===== config.mk =====
export PLATFORM = sky130hd
export DESIGN_NAME = inverse_park
export DESIGN_NICKNAME = d
export VERILOG_FILES = /design/src/rtl/inverse_park_pkg.sv /design/src/rtl/inverse_park_trig.sv /design/src/rtl/inverse_park.sv
export SDC_FILE = /design/constraint.sdc
export NUM_CORES = 1
export LEC_CHECK = 0
export ABC_AREA = 1
export CAP_MARGIN = 15
export CORE_ASPECT_RATIO = 0.7
export CORE_UTILIZATION = 34
export DETAILED_ROUTE_END_ITERATION = 6
export DONT_BUFFER_PORTS = 1
export SLEW_MARGIN = 10
export SYNTH_ARGS = -nofsm -noshare
export SYNTH_HDL_FRONTEND = slang
export SYNTH_HIERARCHICAL = 1
export SYNTH_SLANG_ARGS = --single-unit

===== constraint.sdc =====
create_clock -name clock -period 25.8 [get_ports clock]
set_input_delay 5.16 -clock clock [delete_from_list [all_inputs] [get_ports clock]]
set_output_delay 5.16 -clock clock [all_outputs]
set_load 0.05 [all_outputs]

===== src/rtl/inverse_park_pkg.sv =====
// Shared widths, saturation limits and FSM encoding for the inverse Park transform.
// Also holds the scale-and-limit helper used on the accumulator outputs.
package inverse_park_pkg;

    localparam int DATA_W     = 18;
    localparam int TRIG_W     = 16;
    localparam int THETA_W    = 16;
    localparam int FRAC_SHIFT = 15;
    localparam int PROD_W     = DATA_W + TRIG_W;
    localparam int ACC_W      = PROD_W + 1;

    localparam int SAT_MAX = 131071;
    localparam int SAT_MIN = -131072;

    typedef enum logic [1:0] {IDLE, TRIG, MAC, DONE} state_t;

    // Drop the Q1.15 fraction (floor), then clamp or wrap to 18 bits.
    function automatic logic signed [DATA_W-1:0] sat18(input logic signed [ACC_W-1:0] acc,
                                                       input logic sat);
        logic signed [ACC_W-1:0] sh;
        sh = acc >>> FRAC_SHIFT;
        if (sat && (sh > ACC_W'(SAT_MAX)))
            return DATA_W'(SAT_MAX);
        else if (sat && (sh < ACC_W'(SAT_MIN)))
            return DATA_W'(SAT_MIN);
        else
            return sh[DATA_W-1:0];
    endfunction

endpackage


===== src/rtl/inverse_park_trig.sv =====
// Sin/cos lookup: 64 angles per turn from a 17-entry quarter-wave table (Q1.15),
// followed by a LATENCY-deep register pipeline.
module inverse_park_trig
    import inverse_park_pkg::*;
#(
    parameter int LATENCY = 2
) (
    input  logic                     clock,
    input  logic                     reset,
    input  logic [THETA_W-1:0]       theta,
    output logic signed [TRIG_W-1:0] sin_val,
    output logic signed [TRIG_W-1:0] cos_val
);

    logic [5:0]                          sin_idx;
    logic [5:0]                          cos_idx;
    logic [LATENCY-1:0][TRIG_W-1:0]      sin_pipe;
    logic [LATENCY-1:0][TRIG_W-1:0]      cos_pipe;

    function automatic logic [TRIG_W-2:0] quarter(input logic [4:0] k);
        case (k)
            5'd0:  return 15'd0;
            5'd1:  return 15'd3212;
            5'd2:  return 15'd6393;
            5'd3:  return 15'd9512;
            5'd4:  return 15'd12539;
            5'd5:  return 15'd15446;
            5'd6:  return 15'd18204;
            5'd7:  return 15'd20787;
            5'd8:  return 15'd23170;
            5'd9:  return 15'd25329;
            5'd10: return 15'd27245;
            5'd11: return 15'd28898;
            5'd12: return 15'd30273;
            5'd13: return 15'd31356;
            5'd14: return 15'd32137;
            5'd15: return 15'd32609;
            default: return 15'd32767;
        endcase
    endfunction

    // idx[5:4] is the quadrant; odd quadrants read the table mirrored.
    function automatic logic [TRIG_W-1:0] sine(input logic [5:0] idx);
        logic [4:0]        k;
        logic [TRIG_W-1:0] mag;
        k   = idx[4] ? (5'd16 - {1'b0, idx[3:0]}) : {1'b0, idx[3:0]};
        mag = {1'b0, quarter(k)};
        return idx[5] ? (~mag + 1'b1) : mag;
    endfunction

    // Round theta to the nearest of the 64 table angles; overflow wraps to angle 0.
    assign sin_idx = 6'((theta + THETA_W'(512)) >> 10);
    assign cos_idx = sin_idx + 6'd16;

    always_ff @(posedge clock or negedge reset) begin
        if (!reset) begin
            sin_pipe <= '0;
            cos_pipe <= '0;
        end else begin
            sin_pipe[0] <= sine(sin_idx);
            cos_pipe[0] <= sine(cos_idx);
            for (int i = 1; i < LATENCY; i++) begin
                sin_pipe[i] <= sin_pipe[i-1];
                cos_pipe[i] <= cos_pipe[i-1];
            end
        end
    end

    assign sin_val = $signed(sin_pipe[LATENCY-1]);
    assign cos_val = $signed(cos_pipe[LATENCY-1]);

endmodule


===== src/rtl/inverse_park.sv =====
// Inverse Park transform (d/q -> alpha/beta) with one shared signed multiplier,
// sequenced by an IDLE/TRIG/MAC/DONE FSM with valid/ready on both sides.
module inverse_park
    import inverse_park_pkg::*;
#(
    parameter int TRIG_LATENCY = 2,
    parameter bit SATURATE     = 1'b1
) (
    input  logic                     clock,
    input  logic                     reset,
    input  logic [THETA_W-1:0]       theta,
    input  logic signed [DATA_W-1:0] d,
    input  logic signed [DATA_W-1:0] q,
    input  logic                     in_valid,
    output logic                     in_ready,
    output logic signed [DATA_W-1:0] alpha,
    output logic signed [DATA_W-1:0] beta,
    output logic                     out_valid,
    input  logic                     out_ready
);

    localparam int WAIT_W = (TRIG_LATENCY > 1) ? $clog2(TRIG_LATENCY) : 1;

    state_t                     state;
    logic [THETA_W-1:0]         theta_r;
    logic signed [DATA_W-1:0]   d_r;
    logic signed [DATA_W-1:0]   q_r;
    logic signed [TRIG_W-1:0]   sin_r;
    logic signed [TRIG_W-1:0]   cos_r;
    logic [1:0]                 step;
    logic [WAIT_W-1:0]          wait_cnt;
    logic signed [ACC_W-1:0]    acc_a;
    logic signed [ACC_W-1:0]    acc_b;

    logic [THETA_W-1:0]         trig_theta;
    logic signed [TRIG_W-1:0]   sin_val;
    logic signed [TRIG_W-1:0]   cos_val;
    logic signed [TRIG_W-1:0]   mul_a;
    logic signed [DATA_W-1:0]   mul_b;
    logic signed [PROD_W-1:0]   prod;
    logic signed [ACC_W-1:0]    prod_ext;
    logic signed [ACC_W-1:0]    acc_b_sum;
    logic                       accept;

    assign in_ready = reset && (state == IDLE);
    assign accept   = in_valid && in_ready;

    // Feeding the raw input while idle starts the trig pipeline on the accept edge,
    // so its outputs are settled by the time the wait counter expires.
    assign trig_theta = (state == IDLE) ? theta : theta_r;

    inverse_park_trig #(.LATENCY(TRIG_LATENCY)) u_trig (
        .clock   (clock),
        .reset   (reset),
        .theta   (trig_theta),
        .sin_val (sin_val),
        .cos_val (cos_val)
    );

    always_comb begin
        mul_a = cos_r;
        mul_b = d_r;
        case (step)
            2'd0: begin mul_a = cos_r; mul_b = d_r; end
            2'd1: begin mul_a = sin_r; mul_b = q_r; end
            2'd2: begin mul_a = sin_r; mul_b = d_r; end
            default: begin mul_a = cos_r; mul_b = q_r; end
        endcase
    end

    assign prod      = mul_a * mul_b;
    assign prod_ext  = ACC_W'(prod);
    assign acc_b_sum = acc_b + prod_ext;

    always_ff @(posedge clock or negedge reset) begin
        if (!reset) begin
            state     <= IDLE;
            theta_r   <= '0;
            d_r       <= '0;
            q_r       <= '0;
            sin_r     <= '0;
            cos_r     <= '0;
            step      <= '0;
            wait_cnt  <= '0;
            acc_a     <= '0;
            acc_b     <= '0;
            alpha     <= '0;
            beta      <= '0;
            out_valid <= 1'b0;
        end else begin
            case (state)
                IDLE: begin
                    if (accept) begin
                        theta_r  <= theta;
                        d_r      <= d;
                        q_r      <= q;
                        wait_cnt <= '0;
                        state    <= TRIG;
                    end
                end
                TRIG: begin
                    if (wait_cnt == WAIT_W'(TRIG_LATENCY - 1)) begin
                        sin_r <= sin_val;
                        cos_r <= cos_val;
                        step  <= '0;
                        state <= MAC;
                    end else begin
                        wait_cnt <= wait_cnt + 1'b1;
                    end
                end
                MAC: begin
                    step <= step + 1'b1;
                    case (step)
                        2'd0: acc_a <= prod_ext;
                        2'd1: acc_a <= acc_a - prod_ext;
                        2'd2: acc_b <= prod_ext;
                        default: begin
                            // Last product goes straight into beta on the DONE entry edge.
                            acc_b     <= acc_b_sum;
                            alpha     <= sat18(acc_a, SATURATE);
                            beta      <= sat18(acc_b_sum, SATURATE);
                            out_valid <= 1'b1;
                            state     <= DONE;
                        end
                    endcase
                end
                default: begin
                    if (out_ready) begin
                        out_valid <= 1'b0;
                        state     <= IDLE;
                    end
                end
            endcase
        end
    end

endmodule


==> results by group <==
Die
  – Area of the core: 83,000 sq um
  – Initial Util: 0.346
  – I/O pin total: 94
  – Chip height: about 250 um
  – Die area: 85,800 sq um
  – # rows: 88
  – DIE WIDTH: 350 um

GRT
  – Overflow after GRT: 0
  – Vias in the first global route: between 20,000 and 25,000
  – Largest net degree at the start of global routing: 253
  – Initial antenna violation count: 0
  – GR Util All Layers: 0.197
  – First-pass GRT wire length: 133,000 um

Cells and area
  – Area grow syn2layout: 7.05%
  – Post-route cell area: a little over 30,000 sq um
  – ANT cells: 0
  – Share of layout cells above drive strength 1: 0.0680
  – Fin nets: 4,394

STA
  – Worst Skew: 0.0220 ns
  – Worst setup margin: about 15 ns
  – Setup TNS Final: 0 ns
  – RSZ-0062 raised after global routing: false
  – Final period utilization: 0.425
  – Final hold slack: approximately 0.35 ns
  – Worst slew margin: 0.186
  – Endpoints failing setup: 0
  – Endpoints failing hold: 0
  – Post-layout minimum cycle time: 10.96 ns
  – Highest Clock Rate: ~91 MHz
  – Slew Limit Fails: 0
  – Worst slew pin tran: 1.21 ns

Drt
  – WL/cell: 16.4 um
  – DRC Markers: 0
  – Post-Route WL: between 80,000 and 90,000 um
  – Vias per cell: 4.85
  – Routed Antenna Nets: 0
  – Iteration-0 DRC Markers: ~2,200
  – 1st-pass router iterations: 6
  – Via count: 24,300

Place
  – Port buffer count: 0
  – HPWL Detailed: 65,900 um
  – Dpl ws: 14.92 ns
  – Routability Congestion: 0.963
  – Placed cell areas: 29,800 sq um

Worst setup path
  – WP data arrival: 5.80 ns
  – Crit path kind: input port to output port
  – Crit path max-delay family: buffers and inverters
  – Data required, critical path: approximately 21 ns
  – Worst Path Max Fanout: ~250
  – Element type at the critical path end: output port
  – Startpoint Class: input port
  – Max stage delay on crit path: ~0.35 ns
  – Crit-path slowest cell: inv_1
  – Critical-path cell list: nand2_1, inv_1
  – CP bufs+invs: 1

Clocking
  – Register clock-pin slew on the reported worst setup and hold paths: about 0.06 ns
  – Clock Latency Late Sink: 0.62 ns
  – Hold-fix buffers, CTS: 0
  – TritonCTS clock tree: done
  – Setup repair bufs after CTS: 0
  – H-Tree Depth: 1
  – TritonCTS Buffers: 29
  – CTS Buffer Depth: 3
  – Root buffer cell: clkbuf_16
  – # clock sinks: roughly 250
  – Cts repair resizes: 0

Outcome
  – Status: finished clean

Logic synthesis
  – Post-Syn Area: 28,800 sq um
  – Syn Inst Count: 3,911
  – Syn Area/Cell: about 7.4 sq um
  – Mapped Nets: approximately 4,400
  – Yosys Warn Count: 6

Flow run
  – Max Cap Viol: 0

Worst hold path
  – Hold crit path type: flip-flop to flip-flop
[flip-flops by register name, indices dropped and copies added, names as in the netlist, 7 cells and up]
| name | flops |
|---|---|
| beta | 18 |
| acc_a | 35 |
| q_r | 18 |
| cos_r | 16 |
| alpha | 18 |
| theta_r | 7 |
| u_trig/cos_pipe | 16 |
| d_r | 18 |
| u_trig/cos_val | 16 |
| sin_r | 16 |
| acc_b | 35 |
| u_trig/sin_pipe | 16 |
| u_trig/sin_val | 16 |
[placed cells by master (no fill, tap or decap), types with 14 or more instances in the layout]
cell type	count
nand2_1	1075
inv_1	669
nor2_1	388
fa_1	292
dfrtp_1	251
nand3_1	199
ha_1	183
o21ai_0	173
a21oi_1	135
xor2_1	50
nand2_2	42
buf_4	39
nand4_1	32
clkbuf_16	29
o21ai_1	27
or2_2	23
xnor2_1	23
inv_2	21
nor3_1	18
o21bai_1	18
o211ai_1	18
nor2_2	16
nand3_2	16
mux2_2	16
a31oi_1	16
clkinv_1	14
[per-layer routing]
| metal | vias up | track usage | wire length (um) |
|---|---|---|---|
| met2 | 809 | 0.279 | 32500 |
| met1 | 11500 | 0.300 | 40200 |
| met5 | - | 0 | 0 |
| li1 | 11900 | - | - |
| met3 | 72 | 0.0519 | 7950 |
| met4 | 0 | 0.0339 | 1470 |
[area by class of cell]
type / count / area (sq um)
multi-input cells: 2834 / 19200
inverters: 705 / 2650
flip-flops and latches: 251 / 6280
repair buffers: 40 / 320
clock inverters: 17 / 155
fillers: 8796 / 52200
clock buffers: 36 / 792
well taps: 1125 / 1410
[worst paths after layout]
kind                               startpoint                end  slack, ns  cells after the start
max reg2reg                           step[0]            beta[7]      14.93                     40
max in group asynchronous               reset            d_r[10]      21.12                      0
min in group asynchronous               reset           alpha[0]       4.24                      0
min reg2reg                u_trig/cos_pipe[7]  u_trig/cos_val[7]       0.35                      0
max                                     reset           in_ready      14.84                      2
min                        u_trig/cos_pipe[7]  u_trig/cos_val[7]       0.35                      0
[metrics by stage]
step / instances / utilization
floorplan: 3911 / -
global placement: 4953 / 0.359
detailed placement: 4953 / 0.359
CTS: 5006 / 0.370
global route: 5008 / 0.371
finish: 5008 / 0.371
Power is left out: the tool's default activity adds up to more than one toggle a clock period on the data nets, which glitch-free logic cannot reach.
